`config.mk`:
```
export PLATFORM = sky130hd
export DESIGN_NAME = headparse_in_demux_core
export DESIGN_NICKNAME = d
export VERILOG_FILES = /design/src/rtl/headparse_in_demux_core.sv
export SDC_FILE = /design/constraint.sdc
export NUM_CORES = 1
export LEC_CHECK = 0
export ABC_AREA = 1
export CAP_MARGIN = 0
export CORE_MARGIN = 2
export CORE_UTILIZATION = 30
export DETAILED_ROUTE_END_ITERATION = 16
export PLACE_DENSITY = 0.56
export SYNTH_ARGS = -nofsm -noshare
export SYNTH_HDL_FRONTEND = slang
export SYNTH_SLANG_ARGS = --single-unit
```
`constraint.sdc`:
```
create_clock -name clk -period 1.75 [get_ports clk]
set_input_delay 0.175 -clock clk [delete_from_list [all_inputs] [get_ports clk]]
set_output_delay 0.175 -clock clk [all_outputs]
set_load 0.02 [all_outputs]
```
`src/rtl/headparse_in_demux_core.sv`:
```
// Header parser / demux front end.
// Walks the first HDR_LEN bytes of each frame against a microcode ROM.
// Dynamic bytes are captured into four slots, and static bytes are verified.
// The header ends with an ok/err verdict pulse.
// A good frame's payload is passed through with one cycle of latency.
// A bad frame's payload is dropped.
// Optional feature macro: HEADPARSE_STATIC_CHECK_EN. When it is defined, static
// header bytes are compared with the ROM. When it is undefined, they are skipped
// and no comparator is built.
module headparse_in_demux_core #(
  parameter int HDR_LEN = 42
) (
  input  logic       clk,
  input  logic       rst,
  input  logic [7:0] in_data,
  input  logic       in_valid,
  input  logic       in_last,
  output logic [5:0] mc_addr,
  input  logic [8:0] microcode_in,
  output logic [7:0] dyndata_out_0,
  output logic [7:0] dyndata_out_1,
  output logic [7:0] dyndata_out_2,
  output logic [7:0] dyndata_out_3,
  output logic [3:0] dyn_wr,
  output logic [7:0] out_data,
  output logic       out_valid,
  output logic       out_last,
  output logic       hdr_ok,
  output logic       hdr_err
);

  localparam logic [5:0] LAST_IDX = 6'(HDR_LEN - 1);

  typedef enum logic [1:0] {
    ST_IDLE,
    ST_PARSE,
    ST_PASS,
    ST_DROP
  } state_t;

  state_t     state_q;
  logic [5:0] idx_q;
  logic       mismatch_q;
  logic [7:0] dyn_q [4];
  logic [3:0] dyn_wr_q;
  logic [7:0] out_data_q;
  logic       out_valid_q;
  logic       out_last_q;
  logic       hdr_ok_q;
  logic       hdr_err_q;

  logic       is_dyn;
  logic [1:0] slot;
  logic       mm_now;
  logic       mm_total;
  logic       at_last_hdr;

  assign is_dyn      = microcode_in[8];
  assign slot        = microcode_in[1:0];
  assign at_last_hdr = (idx_q == LAST_IDX);
  assign mm_total    = mismatch_q | mm_now;

`ifdef HEADPARSE_STATIC_CHECK_EN
  // A static header byte must equal the ROM byte at the same index
  assign mm_now = !is_dyn && (in_data != microcode_in[7:0]);
`else
  // Static bytes are accepted as-is; the ROM byte value is not needed
  logic unused_static_bits;
  assign unused_static_bits = ^microcode_in[7:2];
  assign mm_now = 1'b0;
`endif

  // Header/payload FSM with all outputs registered; pulses default low each cycle
  always_ff @(posedge clk) begin
    if (rst) begin
      state_q     <= ST_IDLE;
      idx_q       <= '0;
      mismatch_q  <= 1'b0;
      for (int i = 0; i < 4; i++) dyn_q[i] <= 8'h00;
      dyn_wr_q    <= 4'b0000;
      out_data_q  <= 8'h00;
      out_valid_q <= 1'b0;
      out_last_q  <= 1'b0;
      hdr_ok_q    <= 1'b0;
      hdr_err_q   <= 1'b0;
    end else begin
      dyn_wr_q    <= 4'b0000;
      hdr_ok_q    <= 1'b0;
      hdr_err_q   <= 1'b0;
      out_valid_q <= 1'b0;
      out_last_q  <= 1'b0;
      case (state_q)
        ST_IDLE, ST_PARSE: begin
          if (in_valid) begin
            if (is_dyn) begin
              dyn_q[slot] <= in_data;
              dyn_wr_q    <= 4'b0001 << slot;
            end
            if (at_last_hdr) begin
              // Final header byte: a frame ending here has no payload
              hdr_ok_q   <= !mm_total;
              hdr_err_q  <= mm_total;
              idx_q      <= '0;
              mismatch_q <= 1'b0;
              if (in_last)       state_q <= ST_IDLE;
              else if (mm_total) state_q <= ST_DROP;
              else               state_q <= ST_PASS;
            end else if (in_last) begin
              // Frame shorter than the header
              hdr_err_q  <= 1'b1;
              idx_q      <= '0;
              mismatch_q <= 1'b0;
              state_q    <= ST_IDLE;
            end else begin
              idx_q      <= idx_q + 6'd1;
              mismatch_q <= mm_total;
              state_q    <= ST_PARSE;
            end
          end
        end
        ST_PASS: begin
          if (in_valid) begin
            out_data_q  <= in_data;
            out_valid_q <= 1'b1;
            out_last_q  <= in_last;
            if (in_last) state_q <= ST_IDLE;
          end
        end
        ST_DROP: begin
          if (in_valid && in_last) state_q <= ST_IDLE;
        end
        default: state_q <= ST_IDLE;
      endcase
    end
  end

  assign mc_addr       = idx_q;
  assign dyndata_out_0 = dyn_q[0];
  assign dyndata_out_1 = dyn_q[1];
  assign dyndata_out_2 = dyn_q[2];
  assign dyndata_out_3 = dyn_q[3];
  assign dyn_wr        = dyn_wr_q;
  assign out_data      = out_data_q;
  assign out_valid     = out_valid_q;
  assign out_last      = out_last_q;
  assign hdr_ok        = hdr_ok_q;
  assign hdr_err       = hdr_err_q;

endmodule
```
Word-level counts from Yosys, hierarchy flattened
Memory sizes are Yosys's and may differ from the RTL's.
Index checks and enable logic that the tools add are counted.
{"block": "totals", "n_memories": 1, "output_inout_bits": 54, "reg_bits": 25, "word_cells": 66, "ramBits": 32}
{"memory": "dyn_q", "words": 4, "width": 8, "rd": 4, "rd_ports_with_merged_regs": 0, "write_ports": 4, "line": "44", "text": "logic [7:0] dyn_q [4];"}
{"block": "classes", "n_shift": 1, "n_addsub": 1, "bitwise_logic": 5, "eq_ne": 8, "n_reduce_logical": 15, "muxes": 26}
{"cell": "1-bit 2-to-1 mux", "n": 15}
{"cell": "2-bit 2-to-1 mux", "n": 7}
{"cell": "6-bit 2-to-1 mux", "n": 2}
{"cell": "8-bit 2-to-1 mux", "n": 1}
{"cell": "2-bit inequality test (second input constant)", "n": 4}
{"cell": "4-bit OR reduction", "n": 2}
{"cell": "8-bit OR reduction", "n": 1}
{"cell": "6-bit by 1-bit adder with 6-bit output (second input constant)", "n": 1}
{"cell": "6-bit equality test (second input constant)", "n": 1}
{"cell": "2-bit one-hot mux with 3 select lines", "n": 1}
{"cell": "3-bit OR reduction", "n": 2}
{"cell": "1-bit NOT", "n": 5}
{"cell": "2-bit equality test (second input constant)", "n": 2}
{"cell": "2-bit AND reduction", "n": 2}
{"cell": "4-bit AND reduction", "n": 1}
{"cell": "2-bit OR reduction", "n": 2}
{"cell": "1-bit by 2-bit left shift with 4-bit output (first input constant)", "n": 1}
{"cell": "3-bit AND reduction", "n": 1}
{"cell": "2-bit by 1-bit equality test with 1-bit output (second input constant)", "n": 1}
{"cell": "2-bit zero test", "n": 1}
{"cell": "2-bit nonzero test", "n": 1}
{"cell": "1-bit logical AND", "n": 1}
{"cell": "1-bit zero test", "n": 1}

Longest topological paths before layout
Gate-level depths: netlist (run 1).
{"block": "logic_depth", "ltp_word": 7, "mapped_depth": 9, "ltp_nobuf": 9}

Worst setup path after synthesis (run 1)
OpenSTA, ideal clock, no wires.
{"block": "synth_path", "path_type": "reg2reg", "start": "reg state_q[1]", "end": "mem dyn_q[3][0], enable pin", "required_time_ns": 1.366, "setup_slack_ns": 0.191, "stages_incl_launch_ff": 4, "synth_period_minus_slack_ns": 1.559, "arrival_time_ns": 1.175, "n_path_buf": 0, "setup_ns": 0.384, "cell_sequence": "dfxtp_1 > inv_1 > nand2_1 > o21ai_0"}
{"item": "from (decl)", "line": "41", "text": "state_t state_q;"}
{"item": "from (signal assigned)", "line": "76", "text": "state_q <= ST_IDLE;"}
{"item": "from (signal assigned)", "line": "105", "text": "if (in_last) state_q <= ST_IDLE;"}
{"item": "from (signal assigned)", "line": "106", "text": "else if (mm_total) state_q <= ST_DROP;"}
{"item": "to (decl)", "line": "44"}

Worst setup path in the final report (run 1)
{"block": "layout_path", "start": "reg idx_q[2], in the netlist mc_addr[2]", "end": "out mc_addr[2]"}
{"item": "from (decl)", "line": "42", "text": "logic [5:0] idx_q;"}
{"item": "from (signal assigned)", "line": "115", "text": "idx_q <= idx_q + 6'd1;"}
{"item": "to (decl)", "line": "18", "text": "output logic [5:0] mc_addr,"}
No word-level cell between the ends.

==> impl_metrics.toml, run 1 <==
[floorplanning]
die_w_um = 87.5
pin_count = 75
die_h_um = 87.5
initial_core_util_pct = 31.0
fp-row-count = 30
coreArea_um2 = 6760
die_area_um2 = 7660

[clock_tree]
clkLatencyLatePin_ps = 300
cts_sinks = 56
path_clk_slew_ps = 90
cts_resized = 0
cts_tree = "yes"
clock_path_buffers = 2
cts_hold_buf = 0
cts_setup_buffers = 0
root_buffer = "clkbuf_8"
numCtsBuffers = 5
htree_levels = 2

[worst_setup_path]
cp_max_fo = 6
r2r_slack_ps = 370
cp_num_buf_inv = 1
cp_cell_sequence = "clkdlybuf4s50_1"
worstSetupEndpoint = "mc_addr[2]"
cp_data_required_time_ps = 1570
r2r_cells = 5
critPathKind = "reg2out"
cp_slowest_stage_delay_ps = 650
cp_top_family = "buffers and inverters"
worstReg2RegStart = "state_q[1]"
rr_endpoint = "dyn_q[1][7]"
arrival_ps = 1400
start_kind = "flip-flop"
worst-path-stages = 1
cp-startpoint = "mc_addr[2]"
slowest_stage = "clkdlybuf4s50_1"
endpoint_kind = "primary output"

[timing]
finalSetupTns_ps = 0
worst_slack_ps = 174
final_hold_viol_count = 0
slew_viol_final = 0
post-route-min-period_ps = 1580
rsz0062_at_grt = "no"
fin_worst_skew_ps = 3.59
whs_ps = 469
finalSetupViolCount = 0
fin_crit_sh_pct = 90.0
worst_pin_slew_ps = 334
fmax_ghz = 0.635
relSlewSlack_pct = 77.7

[detailed_routing]
via_per_inst = 4.24
drtAntennaViolNets = 0
post_drt_wl_per_cell_um = 12.5
drcViolationCount = 0
vias = 1555
wirelength_mm = 4.60
drt_iter0_markers = 81
dr.pass1.iters = 4

[synth]
synth_most_common_cell = "nor2_1"
synth_edf_count = 32
yosysWarnings = 0
ys_ff_latch = 56
synthTopCellsByArea = "edfxtp_1, dfxtp_1, nor2_1"
synth_top_area_share_pct = 45.9
async_flop_share_pct = 0
syn_area_um2 = 2090
avgSynthCellArea_um2 = 10.4
synth_top_cell_by_area = "edfxtp_1"
syn-num-nets = 225
ys_seq_area_share_pct = 68.9
synth_cell_types = 21
ys.flop_type = "edfxtp_1"
yosys-top-cells-count = "nor2_1, edfxtp_1, inv_1"
netlist_instances = 202

[global_route]
grt_pass1_wl_mm = 7.34
grt_util_all_layers_pct = 12.6
grt_pass1_vias = 1457
grt_overflow = 0
antenna_found_initial = 0
grt_max_degree = 18

[hold_path]
hold_path.class = "in2reg"

[final_layout]
regArea_um2 = 1440
area_growth_pct = 46.3
multi_input_area_um2 = 534
antenna_cells = 0
postLayoutCoreUtil_pct = 45.3
instances_no_fill = 367
fill_cells = 660
layout.nets = 309
drive_above_1_share_pct = 9.76

[pwr]
powerDensity_nw_per_um2 = 830
peakVddDrop_uv = 490
leakage_nw = 1.26

[placed_design]
pre_cts_ws_ps = -31.5
port_buffers = 68
gp_congestion = 0.810
dp_hpwl_mm = 3.49
dp_cells = 359

[flow_run]
maxCapViolCount = 0

[run_status]
status = "finished, final reports clean"
-- through the flow --
stage,cell area [um2],total power (W)
detailed placement,2950,0.00175
global route,3060,0.00264
CTS,3060,0.00257
finish,3060,0.00254
global placement,2950,0.00175
floorplan,2090,0.00159
-- flip-flops by register name (all words and copies together) (netlist names) --
name       flops
dyn_q         32
mc_addr        6
out_valid      1
hdr_ok         1
dyn_wr         4
out_data       8
state_q        2
out_last       1
hdr_err        1
-- where the power goes --
group	internal (W)	switching, W	leakage (nW)
clock network	0.000424	0.000401	0.0541
registers	0.00143	0.0000165	0.528
logic	0.000121	0.000149	0.674
total	0.00197	0.000566	1.26
-- worst min path at each step --
stage	from	end	slack [ps]	cells after the start
finish	rst	out_valid	470	2
global route	rst	out_valid	490	2
CTS	rst	out_valid	470	2
detailed placement	out_data[5]	out_data[5]	480	2
global placement	out_data[7]	out_data[7]	470	2
floorplan	rst	out_valid	250	1
-- final cells by class --
class / count / area share (%)
multi-input cells: 115 / 17.4
clock inverters: 3 / 1.39
repair buffers: 80 / 25.2
well taps: 80 / 3.27
inverters: 28 / 3.43
clock buffers: 5 / 2.25
flip-flops and latches: 56 / 47.1
-- cells by family after synthesis --
kind of cell               after synthesis  share of synthesized area [%]
AOI/OAI and AO/OA                       11                           2.63
and+or+nand+nor                         99                           20.4
buffers and inverters                   31                           5.62
adders and majority gates                2                           1.20
xor gates and xnor gates                 3                           1.26
DFF                                     56                           68.9
-- cell usage in the layout (no fill, tap or decap), drive strengths merged, types with 2 or more instances in the layout --
cell	instances
clkdlybuf4s50	68
nor2	62
edfxtp	32
inv	28
nand2	25
dfxtp	24
buf	12
o21ai	10
clkbuf	5
nand3	5
nor3	5
xor2	2
nand4	2
ha	2
-- per-layer routing --
metal / GRT usage (%) / share of wire, % / vias up
li1: - / - / 806
met1: 17.1 / 47 / 689
met2: 19.7 / 45 / 58
met3: 4.15 / 7.8 / 2
met4: 2.94 / 0.17 / 0
met5: 0 / 0 / -
(Power assumes the default switching activity.)
==> inputs of run 2 (changes only) <==
- DONT_BUFFER_PORTS: unset -> 1
- PLACE_DENSITY: 0.56 -> 0.43
==> run 2 against run 1 <==
- wire length is 1.3% lower
- critical path type is now reg2reg
- maximum frequency grew 2.5%
- via count decreased by 15%
- critical path depth rose by 4
- non-clock buffer count fell by 66
- setup slack better by 38 ps
- die area stayed put
- clock power fell by 16%
- largest cell class unchanged
- highest routed layer unchanged
- clock-buffer cell count did not move
- register-to-register slack worse by 160 ps
- first-iteration DRC count is 15% lower
- sequential share of layout area rose by 13 points
==> impl_metrics.toml, run 2 (synthesized netlist as in run 1, its figures left out) <==
[run_status]
status = "finished, final reports clean"

[timing]
fin_worst_skew_ps = 10.5
rsz0062_at_grt = "no"
final_hold_viol_count = 0
whs_ps = 25.6
fin_crit_sh_pct = 87.9
post-route-min-period_ps = 1540
finalSetupViolCount = 0
fmax_ghz = 0.650
worst_pin_slew_ps = 345
slew_viol_final = 0
finalSetupTns_ps = 0
relSlewSlack_pct = 77.0

[floorplanning]
coreArea_um2 = 6760
die_area_um2 = 7660
pin_count = 75
initial_core_util_pct = 31.0
die_w_um = 87.5
die_h_um = 87.5
fp-row-count = 30

[clock_tree]
htree_levels = 2
cts_tree = "yes"
cts_resized = 0
cts_setup_buffers = 0
numCtsBuffers = 5
root_buffer = "clkbuf_8"
cts_hold_buf = 4
path_clk_slew_ps = 90
cts_sinks = 56
clkLatencyLatePin_ps = 310
clock_path_buffers = 2

[final_layout]
final_common_cell = "nor2_1"
postLayoutCoreUtil_pct = 35.3
final_cell_mix = "nor2_1, edfxtp_1, inv_1"
area_growth_pct = 13.9
fill_cells = 700
instances_no_fill = 301
drive_above_1_share_pct = 11.3
antenna_cells = 0
layout.nets = 243
top_register = "dyn_q"
largest_register_ffs = 32

[worst_setup_path]
arrival_ps = 1520
cp_max_fo = 13
endpoint_kind = "flip-flop"
cp_cell_sequence = "nor2_4 -> nand3_4 -> nor3_4 -> inv_2 -> nand2_1"
slowest_stage = "dfxtp_1"
cp_data_required_time_ps = 1730
start_kind = "flip-flop"
cp_slowest_stage_delay_ps = 340
critPathKind = "reg2reg"

[placed_design]
dp_hpwl_mm = 3.17
port_buffers = 0
dp_cells = 289
gp_congestion = 0.738

[pwr]
power_w = 0.00231
switching_share_pct = 24.4
pwr-share-comb_pct = 5.2
p_seq_share_pct = 64.8
p_switching_w = 0.000563
clock_power_share_pct = 30.0
peakVddDrop_uv = 307
leakage_nw = 1.01
powerDensity_nw_per_um2 = 968
p_int_w = 0.00174

[detailed_routing]
via_per_inst = 4.41
vias = 1328
drcViolationCount = 0
dr.pass1.iters = 6
drt_iter0_markers = 69
wirelength_mm = 4.54
post_drt_wl_per_cell_um = 15.1
drtAntennaViolNets = 0

[global_route]
antenna_found_initial = 0
grt_pass1_vias = 1295
grt_max_degree = 18
grt_util_all_layers_pct = 12.4
grt_overflow = 0
grt_pass1_wl_mm = 6.95

[flow_run]
maxCapViolCount = 0

[hold_path]
hold_path.class = "in2reg"
## run 2: changes by cell type in the layout (fill, tap and decap cells not counted), sizes merged
cell	previous run	this run
bufinv	1	0
buf	12	10
clkdlybuf4s50	68	0
dlygate4sd3	0	4
clkinvlp	1	2
## run 2: worst max-delay path, delay by kind of cell, from the launching register on
family                 cells  cell delay, ps
flip-flops                 1             340
buffers and inverters      1             110
AND/OR/NAND/NOR            4             770
## run 2: metrics by stage
stage / cell area [um2] / setup slack, ps
after CTS: 2380 / 193
after detailed placement: 2260 / 210
after global routing: 2380 / 89.5
final: 2380 / 212
after floorplan: 2090 / 191
after global placement: 2260 / 241
## run 2: final timing paths
| check | start | end | slack (ps) | depth (start not counted) |
|---|---|---|---|---|
| min reg2reg | state_q[0] | state_q[0] | 530 | 4 |
| max reg2reg | state_q[1] | dyn_q[0][1] | 210 | 5 |
| min | microcode_in[8] | dyn_wr[3] | 30 | 2 |
| max | state_q[1] | dyn_q[0][1] | 210 | 5 |
## run 2: final cells by class
type,count,area (um2),share of cell area (%)
Tap cell,80,100,4.20
Sequential cell,56,1440,60.5
Timing Repair Buffer,14,115,4.83
Multi-Input combinational cell,115,534,22.4
Clock inverter,3,18.8,0.787
Clock buffer,5,68.8,2.89
Inverter,28,105,4.41
## run 2: routing by layer
metal	up-vias	routed length [um]	GRT usage (%)
li1	671	-	-
met1	600	1980	14.6
met2	52	2210	21.3
met3	5	300	4.81
met4	0	50	3.36
met5	-	0	0
## run 2: power groups by stage
stage / registers, W / logic (W) / clock network, W
4_1_cts: 0.00150 / 0.000122 / 0.000718
2_1_floorplan: 0.00153 / 0.0000670 / 0
3_3_place_gp: 0.00153 / 0.000113 / 0
5_1_grt: 0.00150 / 0.000135 / 0.000759
3_5_place_dp: 0.00153 / 0.000114 / 0
6_report: 0.00150 / 0.000119 / 0.000693
